===== src/rtl/mac_tx_arbiter.sv =====
// Packet-granular round-robin arbiter feeding the 64-bit TX AXI-Stream.
// Optional per-port frame / stall counters: MAC_TX_ARBITER_STATS_EN.
module mac_tx_arbiter #(
   parameter int NUM_PORTS = 2,
   parameter int GRANT_W   = 3
) (
   input  logic                   clk156,
   input  logic                   aresetn,
   input  logic [NUM_PORTS*64-1:0] s_axis_tdata,
   input  logic [NUM_PORTS*8-1:0]  s_axis_tkeep,
   input  logic [NUM_PORTS-1:0]    s_axis_tvalid,
   input  logic [NUM_PORTS-1:0]    s_axis_tlast,
   output logic [NUM_PORTS-1:0]    s_axis_tready,
   output logic [63:0]             m_axis_tdata,
   output logic [7:0]              m_axis_tkeep,
   output logic                    m_axis_tvalid,
   output logic                    m_axis_tlast,
   input  logic                    m_axis_tready,
   output logic [GRANT_W-1:0]      grant_id,
   output logic                    busy
`ifdef MAC_TX_ARBITER_STATS_EN
   ,
   output logic [NUM_PORTS*32-1:0] frame_count,
   output logic [31:0]             stall_count
`endif
);

   typedef enum logic {
      IDLE,
      STREAM
   } state_t;

   localparam logic [GRANT_W-1:0] LAST_RST = GRANT_W'(NUM_PORTS - 1);

   state_t               state;
   state_t               state_nxt;
   logic [GRANT_W-1:0]   last_grant;
   logic [GRANT_W-1:0]   winner;
   logic [GRANT_W-1:0]   win_hi;
   logic [GRANT_W-1:0]   win_lo;
   logic                 found_hi;
   logic                 any_req;
   logic [63:0]          sel_data;
   logic [7:0]           sel_keep;
   logic                 sel_valid;
   logic                 sel_last;
   logic [NUM_PORTS-1:0] sel_hot;
   logic                 eof;

   assign any_req = |s_axis_tvalid;
   assign busy    = (state == STREAM);
   assign eof     = busy & sel_valid & m_axis_tready & sel_last;

   // Round-robin pick: lowest requester above last_grant, else lowest overall.
   always_comb begin
      win_hi   = '0;
      win_lo   = '0;
      found_hi = 1'b0;
      for (int i = NUM_PORTS - 1; i >= 0; i--) begin
         if (s_axis_tvalid[i]) begin
            if (GRANT_W'(i) > last_grant) begin
               win_hi   = GRANT_W'(i);
               found_hi = 1'b1;
            end else begin
               win_lo = GRANT_W'(i);
            end
         end
      end
      winner = found_hi ? win_hi : win_lo;
   end

   // Select the granted port's stream signals.
   always_comb begin
      sel_data  = '0;
      sel_keep  = '0;
      sel_valid = 1'b0;
      sel_last  = 1'b0;
      sel_hot   = '0;
      for (int i = 0; i < NUM_PORTS; i++) begin
         if (grant_id == GRANT_W'(i)) begin
            sel_data   = s_axis_tdata[i*64 +: 64];
            sel_keep   = s_axis_tkeep[i*8 +: 8];
            sel_valid  = s_axis_tvalid[i];
            sel_last   = s_axis_tlast[i];
            sel_hot[i] = 1'b1;
         end
      end
   end

   // Next state and pass-through outputs; everything quiet outside STREAM.
   always_comb begin
      state_nxt     = state;
      m_axis_tdata  = '0;
      m_axis_tkeep  = '0;
      m_axis_tvalid = 1'b0;
      m_axis_tlast  = 1'b0;
      s_axis_tready = '0;
      unique case (state)
         IDLE: begin
            if (any_req)
               state_nxt = STREAM;
         end
         STREAM: begin
            m_axis_tdata  = sel_data;
            m_axis_tkeep  = sel_keep;
            m_axis_tvalid = sel_valid;
            m_axis_tlast  = sel_last;
            s_axis_tready = sel_hot & {NUM_PORTS{m_axis_tready}};
            if (eof)
               state_nxt = IDLE;
         end
      endcase
   end

   // State register plus grant bookkeeping.
   always_ff @(posedge clk156 or negedge aresetn) begin
      if (!aresetn) begin
         state      <= IDLE;
         last_grant <= LAST_RST;
         grant_id   <= '0;
      end else begin
         state <= state_nxt;
         if (state == IDLE && any_req)
            grant_id <= winner;
         if (eof)
            last_grant <= grant_id;
      end
   end

`ifdef MAC_TX_ARBITER_STATS_EN
   // Wrapping counters of completed frames per port and stalled cycles.
   always_ff @(posedge clk156 or negedge aresetn) begin
      if (!aresetn) begin
         frame_count <= '0;
         stall_count <= '0;
      end else begin
         for (int i = 0; i < NUM_PORTS; i++) begin
            if (eof && grant_id == GRANT_W'(i))
               frame_count[i*32 +: 32] <= frame_count[i*32 +: 32] + 32'd1;
         end
         if (busy & m_axis_tvalid & ~m_axis_tready)
            stall_count <= stall_count + 32'd1;
      end
   end
`endif

`ifndef SYNTHESIS
   // Stalled output beat must not change until it is accepted.
   a_stable : assert property (@(posedge clk156) disable iff (!aresetn)
      (m_axis_tvalid && !m_axis_tready) |=>
         ($stable(m_axis_tdata) && $stable(m_axis_tkeep) &&
          $stable(m_axis_tlast)));

   // Only the granted requester may ever see ready.
   a_onehot : assert property (@(posedge clk156) disable iff (!aresetn)
      $onehot0(s_axis_tready));
`endif

endmodule


===== config.mk =====
export PLATFORM = sky130hd
export DESIGN_NAME = mac_tx_arbiter
export DESIGN_NICKNAME = d
export VERILOG_FILES = /design/src/rtl/mac_tx_arbiter.sv
export SDC_FILE = /design/constraint.sdc
export NUM_CORES = 1
export LEC_CHECK = 0
export ABC_AREA = 1
export ABC_CLOCK_PERIOD_IN_PS = 1600
export CAP_MARGIN = 40
export CORE_AREA = 2 2 89 91
export CTS_CLUSTER_SIZE = 30
export DETAILED_ROUTE_END_ITERATION = 7
export DIE_AREA = 0 0 91 93
export GPL_TIMING_DRIVEN = 1
export PLACE_DENSITY = 0.69
export SLEW_MARGIN = 25
export SYNTH_ARGS = -nofsm -noshare
export SYNTH_HDL_FRONTEND = slang
export SYNTH_SLANG_ARGS = --single-unit

===== constraint.sdc =====
create_clock -name clk156 -period 1.6 [get_ports clk156]
set_input_delay 0.48 -clock clk156 [delete_from_list [all_inputs] [get_ports clk156]]
set_output_delay 0.48 -clock clk156 [all_outputs]
set_load 0.05 [all_outputs]

==> run metrics, run 1 <==
outcome finished with violations; failing checks setup timing; Total Wirelength 9.13 mm; CORE AREA 7530 um^2; ant diodes 0; drc violations 0; routing usage on met1 22.9%; Crit path top cell by count buf_4; total track usage 20.7%; final hold slack 444 ps; initial antenna violation count 0; layout cells sized above 1 48.4%; Post-CTS Hold Fix Bufs 0; Fillers 650; sequential-to-total area share from yosys stat 5.97%; largest cells by area after synthesis nor2_1 43%, o21ai_0 29%, buf_6 7.9%; DP HPWL 7.09 mm; clock-pin slew on the worst setup and hold paths 30 ps; final RePlAce weighted congestion 0.802; Synth Warn # 0; area of the multi-input gates 1730 um^2; worst slack, placed -340 ps; Post-synth EDFFs 0; # Max-Cap Violations 0; fin crit share 120%; RSZ-0062 raised after global routing yes; Synth Register Bits 3; M2 GR Usage 40.7%; synthesized cell area 1280 um^2; H-tree levels 1; TNS Setup -19820 ps; vias in the first global route 2964; Syn Inst Count 274; synthesis-to-layout area growth 297%; Worst-Skew Late Latency 220 ps; Worst Slack Setup Final -327 ps; Max Fclk 519 MHz; final hold vios 0; Leak 2.09 nW; Top Usage Layer GRT met2; syn avg cell area 4.67 um^2; IO buf count 228; fin cells 643; largest stage delay on the critical path 460 ps; Synth cell types 16; GR Overflow Total 0; I/O pin total 231; Via density 4.41; CTS tree yes; Inserted Clock Buffers 3; CP max FO 1; Worst Skew 2.34 ps; DR pass1 iterations 4; 1st-iter DRT viols 38; drt wl/cell 14.2 um; DP Area 4770 um^2; peak supply drop 1.39 mV; Critical Path End Type output pin; Final ANT Viol Nets 0; startpoint types input pin; worst min path class input pin to async pin; Req. time, crit path 1120 ps; register area 78.8 um^2; Synth Flop Type dfrtp_1; Initial Utilization 17.0%; nets 693; Tmin final 1930 ps; die height 93 um; slowest CP cell clkdlybuf4s50_1; top cell type's share of synthesized area 43.4%; CTS Sinks 3; # setup viols final 77; ys async rst share 100%; vias 2833; Die Wd 91 um; pin count of the biggest net entering global routing 35; Clock Tree Root clkbuf_8; Pwr Total 12.6 mW; Final Util 67.5%; crit path kind input pin to output pin; worst-path cell chain clkdlybuf4s50_1 -> o21ai_0 -> buf_4 -> nor2_4 -> buf_4; design area 5080 um^2; met3 GRT Util 3.95%; row count 32; Slew Limit Fails 0; Data arrival, critical path 1450 ps; placed insts 659; area leader, netlist nor2_1; Die Area 8460 um^2; first-pass GRT wire length 14.5 mm; clk buf depth 2; Pwr Density 2490 nW/um^2
==> path summary, 6_finish.rpt <==
kind | from | end | slack, ps | cells after the start
worst max-delay path | s_axis_tdata[6] | m_axis_tdata[6] | -330 | 5
worst min-delay path | aresetn | busy | 440 | 1
worst max register to register | grant_id[0] | busy | 140 | 9
worst min register to register | last_grant[0] | last_grant[0] | 470 | 2
max in group asynchronous | aresetn | last_grant[0] | 940 | 1
min in group clk156 | last_grant[0] | last_grant[0] | 470 | 2
==> worst max-delay path, delay by kind of cell <==
kind / cells / cell delay [ps]
buf+inv: 3 / 810
simple gates: 1 / 90
compound gates: 1 / 70
==> cell type report <==
type	instances	share of cell area (%)
Timing Repair Buffer	288	60.4
Multi-Input combinational cell	240	34.1
Tap cell	102	2.51
Sequential cell	3	1.55
Clock buffer	4	0.887
Inverter	6	0.493
==> repair_timing <==
action	CTS	global route
cloned	1	1
endpoints found under the setup margin	78	79
buffers inserted	1	0
pin swaps	11	1
resized for setup	105	46
==> logic make-up (layout without fill, tap and decap cells) <==
group           count (synthesis)  count (layout)  synth area share (%)
compound gates                 73              73                  28.6
buf+inv                        32             298                  15.5
flops                           3               3                  5.97
other cells                     1               2                 0.293
simple gates                  165             165                  49.7
==> sequential cells by signal (all words and copies together) (netlist names) <==
register,count
busy,1
grant_id,1
last_grant,1
==> power by group <==
| part | total (mW) | internal [mW] | switching (mW) | leakage [nW] |
|---|---|---|---|---|
| Combinational | 12.2 | 5.04 | 7.19 | 2.03 |
| Sequential | 0.192 | 0.124 | 0.0676 | 0.0312 |
| Clock | 0.222 | 0.170 | 0.0519 | 0.0228 |
| Total | 12.6 | 5.33 | 7.31 | 2.09 |
==> cell usage in the layout, fill, tap and decap left out <==
master	instances
o21ai_2	9
inv_2	1
dlygate4sd2_1	3
buf_6	40
conb_1	2
nand2_2	3
inv_4	1
clkdlybuf4s50_1	146
dfstp_2	1
o21ai_4	1
dlymetal6s2s_1	1
buf_16	1
buf_12	15
nor2_4	83
clkbuf_16	1
buf_4	60
nor3_4	1
clkbuf_1	1
o21ai_1	40
nand3_1	2
nor2_1	47
dfrtp_2	2
clkbuf_8	3
inv_1	4
buf_8	21
nand2_1	10
nor3_2	1
nor2_2	18
o21ai_0	23
==> layer usage <==
metal	share of wire [%]	vias up
li1	-	1406
met1	36	1294
met2	56	117
met3	6.3	16
met4	2.1	0
met5	0	-
==> synthesized netlist by cell type (2+ instances only) <==
master,count
buf_2,2
buf_4,2
buf_6,9
clkbuf_1,12
dfrtp_1,2
inv_1,5
nand2_1,13
nand3_1,2
nor2_1,148
o21ai_0,73
Power figures use the tool's default switching activity.
==> inputs of run 2 (changes only) <==
--- a/config.mk
+++ b/config.mk
@@ -12,8 +12,8 @@
 export CTS_CLUSTER_SIZE = 30
 export DETAILED_ROUTE_END_ITERATION = 7
 export DIE_AREA = 0 0 91 93
+export DONT_BUFFER_PORTS = 1
 export GPL_TIMING_DRIVEN = 1
-export PLACE_DENSITY = 0.69
 export SLEW_MARGIN = 25
 export SYNTH_ARGS = -nofsm -noshare
 export SYNTH_HDL_FRONTEND = slang
==> run metrics, run 2 (synthesis results as in run 1) <==
outcome finished with violations; failing checks setup timing; Worst Slack Setup Final -304 ps; Max Fclk 525 MHz; # Max-Cap Violations 0; IO buf count 0; Die Wd 91 um; first-pass GRT wire length 10.3 mm; nets 537; met3 GRT Util 2.42%; CTS Sinks 3; worst-path cell chain buf_12 -> o21ai_0 -> nor2_4 -> buf_12; fin crit share 119%; most common cell after layout, fill and taps aside nor2_4; routing usage on met1 15.2%; layout cells sized above 1 64.4%; synthesis-to-layout area growth 212%; Post-CTS Setup Inserts 0; drc violations 0; largest stage delay on the critical path 450 ps; initial antenna violation count 0; R2R depth 8; DP HPWL 5.79 mm; Inserted Clock Buffers 3; worst r2r src grant_id[0]; CP max FO 41; Die Area 8460 um^2; final RePlAce weighted congestion 0.700; # setup viols final 77; Worst Skew 0.198 ps; vias in the first global route 2150; worst min path class input pin to async pin; H-tree levels 1; Initial Utilization 17.0%; vias 2212; CORE AREA 7530 um^2; Top Usage Layer GRT met2; clk buf depth 2; RSZ-0062 raised after global routing yes; capturing point of the worst reg2reg path busy; Tmin final 1900 ps; startpoint types register; flop2flop setup slack 190 ps; Slew Limit Fails 0; total track usage 14.6%; Fillers 659; crit path kind register to output pin; Via density 4.54; DR pass1 iterations 4; ant diodes 0; die height 93 um; drt wl/cell 14.0 um; slowest CP cell dfrtp_2; most frequent cells in the layout 83 x nor2_4, 79 x buf_12, 49 x buf_4; Crit path top cell by count buf_12; Clock Tree Root clkbuf_8; clock-pin slew on the worst setup and hold paths 30 ps; I/O pin total 231; row count 32; M2 GR Usage 30.5%; Data arrival, critical path 1420 ps; final hold vios 0; Critical Path End Type output pin; CTS tree yes; Req. time, crit path 1120 ps; pin count of the biggest net entering global routing 42; Worst-Skew Late Latency 220 ps; 1st-iter DRT viols 34; GR Overflow Total 0; worst slack, placed -90.7 ps; Total Wirelength 6.82 mm; Final ANT Viol Nets 0
run 2: layout make-up:
type / instances / area (um^2) / area share [%]
Inverter: 6 / 25.0 / 0.628
Sequential cell: 3 / 78.8 / 1.98
Timing Repair Buffer: 132 / 2010 / 50.4
Tap cell: 102 / 128 / 3.20
Multi-Input combinational cell: 240 / 1700 / 42.7
Clock buffer: 4 / 45.0 / 1.13
run 2: how the worst max path moves through the flow:
stage / startpoint / to / slack [ps] / cells past startpoint
after floorplan: grant_id[0] / s_axis_tready[0] / -430 / 3
after global placement: grant_id[0] / m_axis_tdata[20] / -90 / 5
after detailed placement: grant_id[0] / m_axis_tdata[49] / -90 / 4
after CTS: grant_id[0] / m_axis_tdata[17] / -310 / 4
after global routing: grant_id[0] / m_axis_tdata[40] / -360 / 5
final: grant_id[0] / m_axis_tdata[38] / -300 / 4
run 2: metrics by stage:
step	util [%]	hold WS, ps	TNS, ps	std cells	cell area [um^2]
3_3_place_gp	51.6	185	-2180	482	3880
3_5_place_dp	51.6	185	-3410	482	3880
5_1_grt	53.0	98.9	-23720	487	3990
2_1_floorplan	-	184	-18070	275	1970
6_report	53.0	104	-19570	487	3990
4_1_cts	52.6	98.8	-20550	487	3960
run 2: worst max-delay path: cells and delay by family, from the launching register on:
| family | cells | cell delay (ps) |
|---|---|---|
| DFF | 1 | 450 |
| buffers and inverters | 2 | 330 |
| AOI/OAI and AO/OA | 1 | 310 |
| and+or+nand+nor | 1 | 80 |
run 2: timing repair:
item,CTS,global route
gates resized for setup,20,27
setup endpoints to repair,76,77
hold buffers,1,0
endpoints found under the hold margin,2,0
run 2: metal layers:
metal / wire, um / share of wire (%)
met2: 4020 / 59
met3: 548 / 8.0
met4: 41 / 0.60
met1: 2210 / 32
met5: 0 / 0
Power of run 2 is not shown: default switching activity piles up to over one toggle a cycle in this logic, so the estimate is an artifact.
